[src/rtl/axi4_lite_pkg.sv]
// Shared types and constants for the AXI4-lite initiator: response codes and FSM state encoding.
package axi4_lite_pkg;

  localparam logic [1:0] RESP_OKAY   = 2'b00;
  localparam logic [1:0] RESP_EXOKAY = 2'b01;
  localparam logic [1:0] RESP_SLVERR = 2'b10;
  localparam logic [1:0] RESP_DECERR = 2'b11;

  typedef enum logic [2:0] {
    ST_IDLE  = 3'd0,
    ST_WREQ  = 3'd1,
    ST_WRESP = 3'd2,
    ST_RREQ  = 3'd3,
    ST_RDATA = 3'd4,
    ST_RSP   = 3'd5
  } state_e;

  // States in which a bus transaction is waiting on the slave.
  function automatic logic is_bus_wait(input state_e s);
    return (s == ST_WREQ) || (s == ST_WRESP) || (s == ST_RREQ) || (s == ST_RDATA);
  endfunction

endpackage

[src/rtl/axi4_lite_master.sv]
// AXI4-lite initiator: one command at a time from a valid/ready command port onto AW/W/B or AR/R.
// Optional sticky watchdog flag timeout_err is built only when AXI4_LITE_MASTER_TIMEOUT_EN is defined.
module axi4_lite_master
  import axi4_lite_pkg::*;
#(
  parameter int data_width     = 32,
  parameter int addr_width     = 5,
  parameter int timeout_cycles = 256
) (
  input  logic                      ACLK,
  input  logic                      ARESETn,
  // Every valid/ready pair: transfer happens on a rising edge with valid & ready both high;
  // valid never waits for ready, and valid plus its payload stay stable until that transfer.
  input  logic                      cmd_valid,
  output logic                      cmd_ready,
  input  logic                      cmd_write,
  input  logic [addr_width-1:0]     cmd_addr,
  input  logic [data_width-1:0]     cmd_wdata,
  input  logic [data_width/8-1:0]   cmd_wstrb,
  output logic                      rsp_valid,
  input  logic                      rsp_ready,
  output logic [data_width-1:0]     rsp_rdata,
  output logic [1:0]                rsp_resp,
  output logic                      AWVALID,
  input  logic                      AWREADY,
  output logic [addr_width-1:0]     AWADDR,
  output logic [2:0]                AWPROT,
  output logic                      WVALID,
  input  logic                      WREADY,
  output logic [data_width-1:0]     WDATA,
  output logic [data_width/8-1:0]   WSTRB,
  input  logic                      BVALID,
  output logic                      BREADY,
  input  logic [1:0]                BRESP,
  output logic                      ARVALID,
  input  logic                      ARREADY,
  output logic [addr_width-1:0]     ARADDR,
  output logic [2:0]                ARPROT,
  input  logic                      RVALID,
  output logic                      RREADY,
  input  logic [data_width-1:0]     RDATA,
  input  logic [1:0]                RRESP,
`ifdef AXI4_LITE_MASTER_TIMEOUT_EN
  output logic                      timeout_err,
`endif
  output state_e                    state_dbg
);

  localparam int SW = data_width / 8;

  if (((data_width % 8) != 0) || (timeout_cycles < 1)) begin : g_cfg_check
    $error("axi4_lite_master: data_width must be a multiple of 8 and timeout_cycles >= 1");
  end

  state_e                state;
  state_e                state_nxt;
  logic                  aw_pend;
  logic                  w_pend;
  logic [addr_width-1:0] awaddr_q;
  logic [addr_width-1:0] araddr_q;
  logic [data_width-1:0] wdata_q;
  logic [SW-1:0]         wstrb_q;
  logic [data_width-1:0] rdata_q;
  logic [1:0]            resp_q;
  logic                  cmd_fire;

  assign cmd_fire = (state == ST_IDLE) && cmd_valid;

  always_ff @(posedge ACLK or negedge ARESETn) begin
    if (!ARESETn) begin
      state <= ST_IDLE;
    end else begin
      state <= state_nxt;
    end
  end

  // WREQ leaves only once both AW and W have transferred, whichever order they complete in.
  always_comb begin
    state_nxt = state;
    case (state)
      ST_IDLE:  if (cmd_valid) state_nxt = cmd_write ? ST_WREQ : ST_RREQ;
      ST_WREQ:  if ((!aw_pend || AWREADY) && (!w_pend || WREADY)) state_nxt = ST_WRESP;
      ST_WRESP: if (BVALID) state_nxt = ST_RSP;
      ST_RREQ:  if (ARREADY) state_nxt = ST_RDATA;
      ST_RDATA: if (RVALID) state_nxt = ST_RSP;
      ST_RSP:   if (rsp_ready) state_nxt = ST_IDLE;
      default:  state_nxt = ST_IDLE;
    endcase
  end

  always_comb begin
    cmd_ready = (state == ST_IDLE);
    AWVALID   = aw_pend;
    WVALID    = w_pend;
    BREADY    = (state == ST_WRESP);
    ARVALID   = (state == ST_RREQ);
    RREADY    = (state == ST_RDATA);
    rsp_valid = (state == ST_RSP);
    state_dbg = state;
  end

  // Per-channel pending flags let AW and W complete independently; a flag never re-arms mid-write.
  always_ff @(posedge ACLK or negedge ARESETn) begin
    if (!ARESETn) begin
      aw_pend  <= 1'b0;
      w_pend   <= 1'b0;
      awaddr_q <= '0;
      araddr_q <= '0;
      wdata_q  <= '0;
      wstrb_q  <= '0;
      rdata_q  <= '0;
      resp_q   <= RESP_OKAY;
    end else begin
      if (cmd_fire) begin
        if (cmd_write) begin
          awaddr_q <= cmd_addr;
          wdata_q  <= cmd_wdata;
          wstrb_q  <= cmd_wstrb;
          aw_pend  <= 1'b1;
          w_pend   <= 1'b1;
        end else begin
          araddr_q <= cmd_addr;
        end
      end
      if (aw_pend && AWREADY) aw_pend <= 1'b0;
      if (w_pend && WREADY) w_pend <= 1'b0;
      if ((state == ST_WRESP) && BVALID) begin
        rdata_q <= '0;
        resp_q  <= BRESP;
      end
      if ((state == ST_RDATA) && RVALID) begin
        rdata_q <= RDATA;
        resp_q  <= RRESP;
      end
    end
  end

  assign AWADDR    = awaddr_q;
  assign WDATA     = wdata_q;
  assign WSTRB     = wstrb_q;
  assign ARADDR    = araddr_q;
  assign AWPROT    = 3'b000;
  assign ARPROT    = 3'b000;
  assign rsp_rdata = rdata_q;
  assign rsp_resp  = resp_q;

`ifdef AXI4_LITE_MASTER_TIMEOUT_EN
  localparam int TW = $clog2(timeout_cycles + 1);
  localparam logic [TW-1:0] TO_LIMIT = TW'(timeout_cycles);

  logic [TW-1:0] wd_cnt;

  // Counter saturates at the limit; the flag only alerts, the transaction keeps waiting.
  always_ff @(posedge ACLK or negedge ARESETn) begin
    if (!ARESETn) begin
      wd_cnt      <= '0;
      timeout_err <= 1'b0;
    end else if (cmd_fire) begin
      wd_cnt <= '0;
    end else if (is_bus_wait(state) && (wd_cnt != TO_LIMIT)) begin
      wd_cnt <= wd_cnt + 1'b1;
      if (wd_cnt == TO_LIMIT - 1'b1) timeout_err <= 1'b1;
    end
  end
`endif

endmodule

[config.mk]
export PLATFORM = sky130hd
export DESIGN_NAME = axi4_lite_master
export DESIGN_NICKNAME = d
export VERILOG_FILES = /design/src/rtl/axi4_lite_pkg.sv /design/src/rtl/axi4_lite_master.sv
export SDC_FILE = /design/constraint.sdc
export NUM_CORES = 1
export LEC_CHECK = 0
export BUFFER_PORTS_ARGS = -buffer_cell sky130_fd_sc_hd__buf_2
export CAP_MARGIN = 25
export CORE_UTILIZATION = 49
export DETAILED_ROUTE_END_ITERATION = 12
export PLACE_DENSITY = 0.9
export SETUP_SLACK_MARGIN = 0.3
export SLEW_MARGIN = 10
export SYNTH_ARGS = -nofsm -noshare
export SYNTH_HDL_FRONTEND = slang
export SYNTH_SLANG_ARGS = --single-unit
[constraint.sdc]
create_clock -name ACLK -period 3.4 [get_ports ACLK]
set_input_delay 0.17 -clock ACLK [delete_from_list [all_inputs] [get_ports ACLK]]
set_output_delay 0.17 -clock ACLK [all_outputs]
set_load 0.01 [all_outputs]
# [Word-level counts from Yosys, hierarchy flattened]
# Cells that the tools add are included.
[classes] eq_ne=11 muxes=16 bitwise=1 n_reduce_logical=21
[ops] cell="32-bit 2-to-1 mux" count=2
[ops] cell="3-bit 2-to-1 mux" count=6
[ops] cell="3-bit one-hot mux with 6 select lines" count=1
[ops] cell="2-bit nonzero test" count=5
[ops] cell="2-bit != test, second input constant" count=4
[ops] cell="2-bit AND reduction" count=4
[ops] cell="3-bit by 2-bit equality test with 1-bit output, second input constant" count=2
[ops] cell="3-bit equality test, second input constant" count=2
[ops] cell="1-bit logical AND" count=6
[ops] cell="2-bit 2-to-1 mux" count=3
[ops] cell="6-bit AND reduction" count=1
[ops] cell="1-bit 2-to-1 mux" count=4
[ops] cell="2-bit by 1-bit != test with 1-bit output, second input constant" count=2
[ops] cell="3-bit by 1-bit equality test with 1-bit output, second input constant" count=1
[ops] cell="3-bit zero test" count=1
[ops] cell="1-bit zero test" count=2
[ops] cell="1-bit logical OR" count=2
[ops] cell="1-bit inverter" count=1
[totals] regBits=85 input_bits=87 out_inout_bits=96 elab_cells=58

# [Longest topological paths before layout]
# Gate-level depths: netlist of run 1.
[logic_depth] word_depth=5 mapped_depth=6

# [Least setup slack after synthesis of run 1]
# Ideal clock, no wire load.
[synth_path] path_kind="reg-to-reg" start="reg state[2], in the netlist state_dbg[2]" end="reg araddr_q[0], in the netlist ARADDR[0]" setup_time_ps=125 arrival_ps=1431 setup_slack_ps=1844 stages_incl_launch_ff=6 period_less_slack_ps=1556 path_cell_list="dfrtp_1 buf_4 nor3_4 nand2_1 nor2_2 mux2_2"
[synth_via] elab_chain_cells=3
[synth_lines] element="from (decl)" line="axi4_lite_master.sv:55" text="state_e state;"
[synth_lines] element="from (signal assigned)" line="axi4_lite_master.sv:73" text="state <= state_nxt;"
[synth_lines] element="3-bit zero test"
[synth_lines] element="net cmd_ready" line="axi4_lite_master.sv:15" text="output logic cmd_ready,"
[synth_lines] element="1-bit logical AND" line="axi4_lite_master.sv:67" text="assign cmd_fire = (state == ST_IDLE) && cmd_valid;"
[synth_lines] element="2-bit AND reduction (no source line)"
[synth_lines] element="to (signal assigned)" line="axi4_lite_master.sv:122" text="araddr_q <= cmd_addr;"
[synth_lines] element="to (decl)" line="axi4_lite_master.sv:60" text="logic [addr_width-1:0] araddr_q;"
# The timed path passes the listed nets, and every way through them passes these cells.
# A chain may end at the register's enable or synchronous reset.

# [Worst setup path after layout of run 1]
[layout_path] start="reg state[1], in the netlist state_dbg[1]" end="reg wdata_q[21], in the netlist WDATA[21]"
[layout_via] elab_chain_cells=3
[layout_lines] element="3-bit zero test" line="axi4_lite_master.sv:67"
[layout_lines] element="1-bit logical AND" line="axi4_lite_master.sv:67"
[layout_lines] element="2-bit AND reduction (no source line)"
[layout_lines] element="to (signal assigned)" line="axi4_lite_master.sv:117" text="wdata_q <= cmd_wdata;"
[layout_lines] element="to (decl)" line="axi4_lite_master.sv:61" text="logic [data_width-1:0] wdata_q;"
# Every way passes these cells.

==> results of run 1 <==
-- repair_timing --
item,4_1_cts,5_1_grt
endpoints found under the setup margin,0,0
buffers inserted,0,0
hold buffers,0,1
endpoints found under the hold margin,0,16
-- final timing paths --
path / depth (start not counted) / endpoint / from
setup / recovery: 3 / WDATA[21] / state_dbg[1]
hold / removal: 3 / rsp_resp[1] / RRESP[1]
setup reg to reg: 3 / WDATA[21] / state_dbg[1]
hold reg to reg: 1 / WVALID / WVALID
max in group asynchronous: 3 / state_dbg[2] / ARESETn
min in group asynchronous: 2 / rsp_rdata[26] / ARESETn
-- worst reg2reg max path, stage by stage (launching register included) --
cell	delay, ns
dfrtp_1	0.56
nor3_4	0.32
nand3_4	0.62
mux2_4	0.57
-- layout by cell type, fill, tap and decap left out, types with 3 or more instances in the layout --
master	count
a22o_1	32
buf_2	175
clkbuf_8	10
conb_1	6
dfrtp_1	85
mux2_2	10
mux2_4	38
mux2i_1	3
nand2_1	8
nor2_1	3
nor2b_1	4
o21ai_0	3
-- per-stage QoR --
stage | util | power, W
detailed placement | 0.6430 | 0.003460
global route | 0.6834 | 0.004495
global placement | 0.6430 | 0.003374
finish | 0.6834 | 0.004229
floorplan | - | 0.002815
CTS | 0.6758 | 0.004252
-- layer usage --
layer,vias up,track usage
met3,8,0.06445
li1,1144,-
met5,-,0
met4,0,0.06818
met1,1232,0.2503
met2,116,0.3300
-- kinds of logic (layout without fill, tap and decap cells) --
family | Yosys count | after routing | synth area share
and+or+nand+nor | 25 | 25 | 0.04926
AOI/OAI and AO/OA | 42 | 42 | 0.1024
DFF | 85 | 85 | 0.6024
other | 1 | 6 | 0.001062
muxes | 51 | 51 | 0.2020
buffers and inverters | 21 | 198 | 0.04288
-- flip-flops by register name, indices dropped and copies added, names as in the netlist --
register / flops
state_dbg: 3
WDATA: 32
AWVALID: 1
WSTRB: 4
ARADDR: 5
WVALID: 1
AWADDR: 5
rsp_resp: 2
rsp_rdata: 32
-- power groups by stage --
| stage | Clock, W | Sequential, W | Combinational (W) |
|---|---|---|---|
| final | 0.000780 | 0.00175 | 0.00169 |
| after floorplan | 0 | 0.00191 | 0.000904 |
| after global placement | 0 | 0.00174 | 0.00163 |
| after detailed placement | 0 | 0.00175 | 0.00171 |
| after CTS | 0.000799 | 0.00176 | 0.00170 |
| after global routing | 0.000853 | 0.00181 | 0.00183 |
-- cell type report --
type / instances / area (um2)
fillers: 521 / 2175
clock buffers: 11 / 141.4
well taps: 96 / 120.1
multi-input cells: 124 / 1271
flip-flops and latches: 85 / 2127
clock inverters: 5 / 83.83
inverters: 2 / 7.507
repair buffers: 180 / 943.4
==> flow_summary_export.csv, run 1 <==
group,metric,value,unit
outcome,status,"finished clean",
timing,layout_setup_ws,1.215,ns
power,irDropWorstVdd,468.8,uV
placement,dpl.hpwl,5.376,mm
final_layout,layout.nets,489,
power,internal_power,0.002835,W
die,core_area,0.006869,mm2
final_layout,drive_above_1_share,0.6118,
timing,tns,0,ns
power,seqPwrFrac,0.415,
critical_path,cp.required,3.62,ns
die,pin_count,183,
synth,synth.avg_cell_area,15.69,um2
critical_path,rrSetupSlack,1.22,ns
timing,finalCriticalPeriod,2.185,ns
power,power_frac_clock,0.185,
synth,synthTopCellsByArea,"dfrtp_1 (60%), mux2_4 (16%), a22o_1 (7.9%), mux2_2 (3.2%), buf_6 (1.6%)",
power,swShare,0.3297,
critical_path,path_cells,"nor3_4 > nand3_4 > mux2_4",
run,maxCapViolCount,0,
synth,synthCells,225,
synth,synth_cell_type_count,28,
placement,pre_cts_slack,1.203,ns
synth,synth_edf_count,0,
timing,slew_headroom,0.4561,
power,p_comb_frac,0.401,
power,leakagePower,2.598,nW
clock_tree,cts_sinks,85,
timing,grt_setup_unrepaired,"false",
routing,drtIter0Drc,61,
worst_hold_path,hold_class,"input pin to flop",
global_route,grt_pass1_wl,11.44,mm
routing,wl_per_cell,15.00,um
global_route,grt_pass1_vias,2430,
critical_path,max_stage_delay,0.62,ns
timing,fin_crit_sh,0.6426,
clock_tree,cts_resized,0,
clock_tree,clockBufferDepth,2,
routing,routed.top_layer,"met4",
critical_path,path_max_fanout,43,
die,rows,30,
critical_path,endpoint_kind,"flop",
routing,ant_nets,0,
synth,synth_commonest_cells,"dfrtp_1 (85), mux2_4 (38), a22o_1 (32)",
synth,synth_top_area_frac,0.6024,
timing,hold_viol,0,
global_route,grt_antenna_before_repair,0,
timing,setup_viol,0,
placement,gp_congestion,0.7638,
synth,async_flop_share,1.000,
synth,syn_area,0.003531,mm2
clock_tree,clock_latency,0.35,ns
timing,hold_slack,0.04096,ns
final_layout,diodes,0,
die,start_util,0.5140,
final_layout,area_growth,32.96,%
critical_path,cp.arrival,2.41,ns
timing,fin_worst_skew,0.01227,ns
global_route,grt_max_degree,86,
clock_tree,clk_pin_slew,0.08,ns
placement,placed_cell_area,0.004417,mm2
synth,synth_warnings,0,
global_route,grt.overflow.total,0,
final_layout,design_area,0.004695,mm2
clock_tree,htree_num_levels,3,
power,p_per_area,900.8,mW/mm2
clock_tree,cts_buffers,9,
routing,postRouteWirelength,7.543,mm
placement,port_buffers,176,
power,p_switching,0.001394,W
routing,met2_length,3.791,mm
critical_path,start_kind,"flop",
placement,dp_cells,484,
synth,ys_seq_area_frac,0.6024,
routing,drcViolationCount,0,
die,die_area,0.007549,mm2
critical_path,cp_top_family,"simple AND/OR/NAND/NOR gates",
routing,viasPerCell,4.970,
critical_path,worst-path-buf-inv,0,
clock_tree,cts_tree,"done",
clock_tree,clock-root-buffer,"clkbuf_8",
die,chipWidth,86.89,um
routing,vias,2500,
timing,slew_violations,0,
synth,yosys_most_used_dff,"dfrtp_1",
global_route,grt_util_all_layers,0.2007,
final_layout,final-instance-count-excl-fill,503,
timing,worst_pin_slew,0.8158,ns
routing,drt_pre_antenna_iters,4,
routing,met3WireLength,597,um
synth,yosysMostFrequentCell,"dfrtp_1",
critical_path,slowest_stage,"nand3_4",
timing,fmax,457.7,MHz
synth,synth_top_area_cell,"dfrtp_1",
synth,ys_ff_latch,85,
routing,drt-met1-wl,3.060,mm
critical_path,path_class,"flop to flop",
die,die_y,86.89,um
(Power assumes the default switching activity.)
==> run 2, diff against run 1 <==
--- a/config.mk
+++ b/config.mk
@@ -5,11 +5,12 @@
 export SDC_FILE = /design/constraint.sdc
 export NUM_CORES = 1
 export LEC_CHECK = 0
+export ABC_AREA = 1
 export BUFFER_PORTS_ARGS = -buffer_cell sky130_fd_sc_hd__buf_2
 export CAP_MARGIN = 25
-export CORE_UTILIZATION = 49
+export CORE_UTILIZATION = 41
 export DETAILED_ROUTE_END_ITERATION = 12
-export PLACE_DENSITY = 0.9
+export PLACE_DENSITY = 0.8
 export SETUP_SLACK_MARGIN = 0.3
 export SLEW_MARGIN = 10
 export SYNTH_ARGS = -nofsm -noshare
==> constraint.sdc (replaced) <==
create_clock -name ACLK -period 1.8 [get_ports ACLK]
set_input_delay 0.09 -clock ACLK [delete_from_list [all_inputs] [get_ports ACLK]]
set_output_delay 0.09 -clock ACLK [all_outputs]
set_load 0.01 [all_outputs]
==> run 2 against run 1 <==
Synthesized cell count is 78% higher. Power is 95% higher. Via count is 42% higher. Die area is 23% higher. Largest power group is now combinational cells. Sequential power is 91% higher. First-iteration DRC count is 130% higher. Utilization is 3.9 points lower. Clock skew is 0.0018 ns lower. Sequential share of layout area is 7.2 points lower. Clock power is 72% higher. Setup slack worse by 0.86 ns.
==> flow_summary_export.csv, run 2 <==
group,metric,value,unit
outcome,status,"finished clean",
timing,slew_violations,0,
placement,port_buffers,176,
placement,gp_congestion,0.7626,
placement,pre_cts_slack,0.2829,ns
synth,synthCells,400,
power,power_frac_clock,0.163,
critical_path,path_max_fanout,42,
critical_path,cp.required,2.06,ns
worst_hold_path,hold_depth,3,
final_layout,design_area,0.005594,mm2
synth,ys_ff_latch,85,
clock_tree,cts_sinks,85,
final_layout,n_fill_cell,692,
final_layout,final_cell_mix,"buf_2 (175), nand2_1 (162), dfrtp_1 (83)",
timing,hold_viol,0,
synth,yosysMostFrequentCell,"nand2_1",
routing,vias,3553,
global_route,grt_util_all_layers,0.2150,
routing,viasPerCell,4.632,
synth,syn_area,0.003643,mm2
critical_path,slowest_stage,"dfrtp_2",
timing,worst_pin_slew,0.5505,ns
power,p_switching,0.003257,W
power,irDropWorstVdd,686.9,uV
routing,wl_per_cell,13.53,um
worst_hold_path,hold_class,"input pin to flop",
global_route,grt.overflow.total,0,
clock_tree,htree_num_levels,3,
die,die_area,0.009268,mm2
routing,drcViolationCount,0,
power,p_per_area,1475,mW/mm2
placement,placed_cell_area,0.004551,mm2
routing,drtIter0Drc,141,
timing,setup_viol,0,
final_layout,area_growth,53.54,%
timing,fin_worst_skew,0.01051,ns
critical_path,worstReg2RegEnd,"WDATA[5]",
critical_path,max_stage_delay,0.46,ns
timing,finalCriticalPeriod,1.442,ns
critical_path,timing.rr.start,"state_dbg[1]",
timing,grt_setup_unrepaired,"true",
synth,yosys_most_used_dff,"dfrtp_1",
global_route,grt_antenna_before_repair,0,
critical_path,worst-path-buf-inv,2,
timing,layout_setup_ws,0.3579,ns
synth,synth_warnings,0,
die,start_util,0.4198,
clock_tree,cts_buffers,9,
critical_path,cp_top_family,"flip-flops",
power,leakagePower,3.213,nW
clock_tree,clockBufferDepth,2,
routing,postRouteWirelength,10.38,mm
worst_hold_path,worstHoldStart,"cmd_addr[2]",
clock_tree,cts_tree,"done",
final_layout,diodes,0,
timing,fin_crit_sh,0.8012,
clock_tree,clk_pin_slew,0.09,ns
timing,fmax,693.4,MHz
final_layout,final_common_cell,"buf_2",
timing,tns,0,ns
power,internal_power,0.004992,W
global_route,grt_pass1_wl,15.15,mm
critical_path,rrSetupSlack,0.36,ns
synth,synth_cell_type_count,25,
worst_hold_path,min_to,"AWADDR[2]",
placement,dpl.hpwl,6.035,mm
critical_path,path_class,"flop to flop",
routing,ant_nets,0,
clock_tree,clock_latency,0.35,ns
die,pin_count,183,
run,maxCapViolCount,0,
synth,synthTopCellsByArea,"dfrtp_1 (58%), nand2_1 (17%), o21ai_2 (5.5%), inv_1 (4.9%), buf_6 (3.4%)",
final_layout,layout.nets,742,
synth,synth_commonest_cells,"nand2_1 (163), dfrtp_1 (85), inv_1 (48)",
power,p_comb_frac,0.431,
synth,async_flop_share,1.000,
global_route,grt_pass1_vias,3444,
power,seqPwrFrac,0.407,
synth,synth_top_area_frac,0.5838,
synth,synth.avg_cell_area,9.109,um2
final_layout,utilization,0.6446,
critical_path,start_kind,"flop",
die,chipWidth,96.27,um
die,rows,34,
power,swShare,0.3949,
critical_path,path_cells,"nor2_4 > nand2_4 > inv_4 > nand3_4 > buf_16 > o21ai_0",
critical_path,cp.arrival,1.70,ns
routing,drt_pre_antenna_iters,4,
synth,ys_seq_area_frac,0.5838,
clock_tree,clock-root-buffer,"clkbuf_8",
final_layout,drive_above_1_share,0.3596,
die,die_y,96.27,um
critical_path,ff2ff_path_depth,6,
synth,synth_edf_count,0,
synth,synth_top_area_cell,"dfrtp_1",
die,core_area,0.008678,mm2
timing,slew_headroom,0.6330,
critical_path,endpoint_kind,"flop",
global_route,grt_max_degree,85,
run 2: logic make-up (layout without fill, tap and decap cells):
logic type	count (synthesis)	after routing	synth area share
DFF	85	85	0.5838
other	1	6	0.001029
and+or+nand+nor	186	186	0.2057
buffers and inverters	74	328	0.1078
AOI/OAI and AO/OA	54	54	0.1016
run 2: stage by stage:
| step | total power (W) | cells | hold slack [ns] |
|---|---|---|---|
| final | 0.008249 | 767 | 0.02634 |
| after detailed placement | 0.006602 | 671 | 0.1196 |
| after floorplan | 0.005282 | 405 | -0.2056 |
| after CTS | 0.008107 | 762 | 0.004882 |
| after global placement | 0.006466 | 671 | 0.1018 |
| after global routing | 0.008868 | 767 | 0.02351 |
run 2: power by group through the flow:
stage | Clock [W] | Sequential (W) | Combinational [W]
floorplan | 0 | 0.00377 | 0.00151
global placement | 0 | 0.00332 | 0.00315
detailed placement | 0 | 0.00336 | 0.00324
CTS | 0.00137 | 0.00333 | 0.00340
global route | 0.00145 | 0.00347 | 0.00395
finish | 0.00134 | 0.00335 | 0.00355
run 2: what timing repair did:
| action | CTS | global route |
|---|---|---|
| hold buffers | 75 | 0 |
| hold endpoints to repair | 115 | 0 |
| pin swaps | 1 | 0 |
| setup endpoints to repair | 14 | 85 |
| setup buffers | 1 | 3 |
| resized for setup | 2 | 6 |
| cloned | 0 | 2 |
run 2: worst max path at each step:
stage,startpoint,endpoint,slack [ns],cells past startpoint
2_1_floorplan,state_dbg[2],rsp_rdata[10],0.39,10
3_3_place_gp,state_dbg[0],ARADDR[0],0.36,7
3_5_place_dp,state_dbg[0],rsp_rdata[20],0.28,6
4_1_cts,state_dbg[0],WDATA[26],0.34,7
5_1_grt,state_dbg[1],rsp_rdata[14],0.29,6
6_report,state_dbg[1],WDATA[5],0.36,6
run 2: worst min-delay path: cells and delay by family:
kind,cells,cell delay [ns]
buffers and inverters,2,0.18
AOI/OAI and AO/OA,1,0.06
run 2: per-layer routing:
| layer | track usage | vias to the layer above | share of wire |
|---|---|---|---|
| met3 | 0.05529 | 36 | 0.056 |
| met5 | 0 | - | 0 |
| li1 | - | 1709 | - |
| met1 | 0.2244 | 1657 | 0.39 |
| met2 | 0.3936 | 151 | 0.52 |
| met4 | 0.1119 | 0 | 0.032 |
run 2: final cells by class:
| cell class | count | area (um2) | area share |
|---|---|---|---|
| Tap cell | 108 | 135.1 | 0.02416 |
| Clock buffer | 10 | 127.6 | 0.02281 |
| Sequential cell | 85 | 2130 | 0.3807 |
| Inverter | 52 | 202.7 | 0.03623 |
| Multi-Input combinational cell | 246 | 1155 | 0.2064 |
| Clock inverter | 5 | 61.31 | 0.01096 |
| Timing Repair Buffer | 261 | 1783 | 0.3187 |
==> run 3, diff against run 2 <==
--- a/config.mk
+++ b/config.mk
@@ -5,7 +5,7 @@
 export SDC_FILE = /design/constraint.sdc
 export NUM_CORES = 1
 export LEC_CHECK = 0
-export ABC_AREA = 1
+export ABC_AREA = 0
 export BUFFER_PORTS_ARGS = -buffer_cell sky130_fd_sc_hd__buf_2
 export CAP_MARGIN = 25
 export CORE_UTILIZATION = 41
==> constraint.sdc (replaced) <==
create_clock -name ACLK -period 1.3 [get_ports ACLK]
set_input_delay 0.065 -clock ACLK [delete_from_list [all_inputs] [get_ports ACLK]]
set_output_delay 0.065 -clock ACLK [all_outputs]
set_load 0.01 [all_outputs]
==> run 3 against run 2 <==
The flow now finishes with violations (negative setup slack). Sequential share of layout area is 1.6 points lower. Via count is 18% lower. Clock-buffer cell count is 1 lower. Cell area is 4.6% higher. Fmax is 8.0% lower. Global-route usage hardly changed. Setup slack worse by 0.63 ns. Wire length is 2.9% lower. Largest power group unchanged.
==> flow_summary_export.csv, run 3 (synthesis results as in run 1) <==
group,metric,value,unit
routing,wl_per_cell,16.38,um
die,core_area,0.008258,mm2
power,swShare,0.3399,
final_layout,diodes,0,
critical_path,cp-startpoint,"state_dbg[1]",
global_route,grt_util_all_layers,0.2151,
timing,tns,-13.15,ns
timing,finalCriticalPeriod,1.568,ns
timing,grt_setup_unrepaired,"true",
routing,drt_pre_antenna_iters,4,
routing,postRouteWirelength,10.07,mm
critical_path,cp.required,1.52,ns
timing,layout_setup_ws,-0.2675,ns
power,seqPwrFrac,0.367,
routing,met2_length,5.352,mm
final_layout,final_cell_mix,"buf_2 (170), dfrtp_1 (82), dlygate4sd3_1 (76)",
run,maxCapViolCount,0,
timing,fin_worst_skew,0.009651,ns
power,leakagePower,3.116,nW
final_layout,utilization,0.7083,
timing,setup_viol,87,
final_layout,drive_above_1_share,0.5706,
power,fin_total_pwr,0.01237,W
worst_hold_path,hold_class,"input pin to flop",
outcome,violations,"negative setup slack",
placement,pre_cts_slack,-0.1837,ns
critical_path,endpoint,"state_dbg[0]",
power,internal_power,0.008166,W
global_route,grt_antenna_before_repair,0,
routing,viasPerCell,4.763,
power,p_comb_frac,0.483,
global_route,grt_max_degree,86,
timing,fin_crit_sh,1.206,
power,p_switching,0.004205,W
critical_path,ff2ff_path_depth,4,
clock_tree,clock-root-buffer,"clkbuf_8",
critical_path,cp.arrival,1.79,ns
placement,dpl.hpwl,5.540,mm
die,start_util,0.4276,
critical_path,worstReg2RegEnd,"state_dbg[0]",
clock_tree,cts_sinks,85,
critical_path,rrSetupSlack,-0.27,ns
critical_path,start_kind,"flop",
final_layout,layout.nets,592,
routing,drtIter0Drc,71,
critical_path,timing.rr.start,"state_dbg[1]",
routing,ant_nets,0,
clock_tree,clk_pin_slew,0.08,ns
power,p_per_area,2115,mW/mm2
routing,vias,2929,
global_route,grt_pass1_wl,14.56,mm
critical_path,endpoint_kind,"flop",
clock_tree,clockBufferDepth,2,
clock_tree,cts_buffers,9,
placement,port_buffers,176,
routing,drcViolationCount,0,
die,rows,33,
global_route,grt_pass1_vias,2991,
final_layout,area_growth,65.66,%
routing,met3WireLength,641,um
timing,slew_violations,0,
final_layout,final_common_cell,"buf_2",
critical_path,path_max_fanout,8,
final_layout,design_area,0.005849,mm2
clock_tree,htree_num_levels,3,
power,irDropWorstVdd,1088,uV
routing,routed.top_layer,"met4",
placement,placed_cell_area,0.004628,mm2
die,die_area,0.008987,mm2
power,power_frac_clock,0.149,
die,chipWidth,94.80,um
die,die_y,94.80,um
clock_tree,clock_latency,0.34,ns
placement,gp_congestion,0.7801,
outcome,status,"finished with violations",
timing,fmax,638.0,MHz
routing,drt-met1-wl,3.924,mm
die,pin_count,183,
timing,hold_viol,0,
critical_path,path_class,"flop to flop",
clock_tree,cts_tree,"done",
global_route,grt.overflow.total,0,
run 3: cell count changes in the layout (fill, tap and decap cells not counted), moves of 7 or more:
| cell | previous run | this run |
|---|---|---|
| nand2_1 | 162 | 6 |
| mux2_4 | 0 | 44 |
| buf_6 | 1 | 11 |
| o21ai_1 | 19 | 1 |
| inv_1 | 48 | 1 |
| buf_4 | 5 | 19 |
| o21ai_2 | 23 | 2 |
| a22o_1 | 0 | 32 |
| nor2_1 | 8 | 1 |
run 3: metrics by stage:
step / std cells / hold slack (ns)
finish: 615 / 0.03222
global route: 615 / 0.03834
CTS: 603 / 0.01459
detailed placement: 508 / 0.1319
global placement: 508 / 0.1293
floorplan: 230 / -0.2306
run 3: power groups by stage:
| stage | Combinational, W | Sequential [W] | Clock (W) |
|---|---|---|---|
| floorplan | 0.00246 | 0.00501 | 0 |
| global placement | 0.00479 | 0.00447 | 0 |
| detailed placement | 0.00495 | 0.00451 | 0 |
| CTS | 0.00541 | 0.00451 | 0.00190 |
| global route | 0.00638 | 0.00469 | 0.00204 |
| finish | 0.00598 | 0.00454 | 0.00185 |
run 3: area by class of cell:
type                       count  area (um2)
clock buffer                   9       123.9
clock inverter                 7       76.32
fill                         570        2409
inverter                       2       10.01
multi-input combinational    124        1349
sequential                    85        2131
tap                          105       131.4
timing repair buffer         283        2028
run 3: worst min path at each step:
stage,start,endpoint,slack [ns],cells after the start
global placement,ARESETn,WDATA[31],0.13,2
finish,BRESP[0],rsp_resp[0],0.03,3
CTS,BRESP[0],rsp_resp[0],0.01,3
global route,AWREADY,AWVALID,0.04,3
floorplan,ARESETn,ARADDR[0],-0.23,0
detailed placement,ARESETn,WSTRB[1],0.13,2
run 3: repair_timing:
item,CTS,global route
setup endpoints to repair,93,105
pin swaps,2,4
setup buffers,3,9
cloned,0,3
resized for setup,14,10
hold endpoints to repair,165,0
hold buffers,76,0
run 3: worst max-delay path, stage by stage (launching register included):
cell      delay, ns
dfrtp_2        0.44
buf_6          0.15
nand3b_1       0.18
o211ai_1       0.35
mux2_4         0.34
run 3: metal layers:
layer | global-route usage | vias up
met5 | 0 | -
li1 | - | 1357
met3 | 0.04992 | 13
met1 | 0.2495 | 1427
met4 | 0.07702 | 0
met2 | 0.3855 | 132
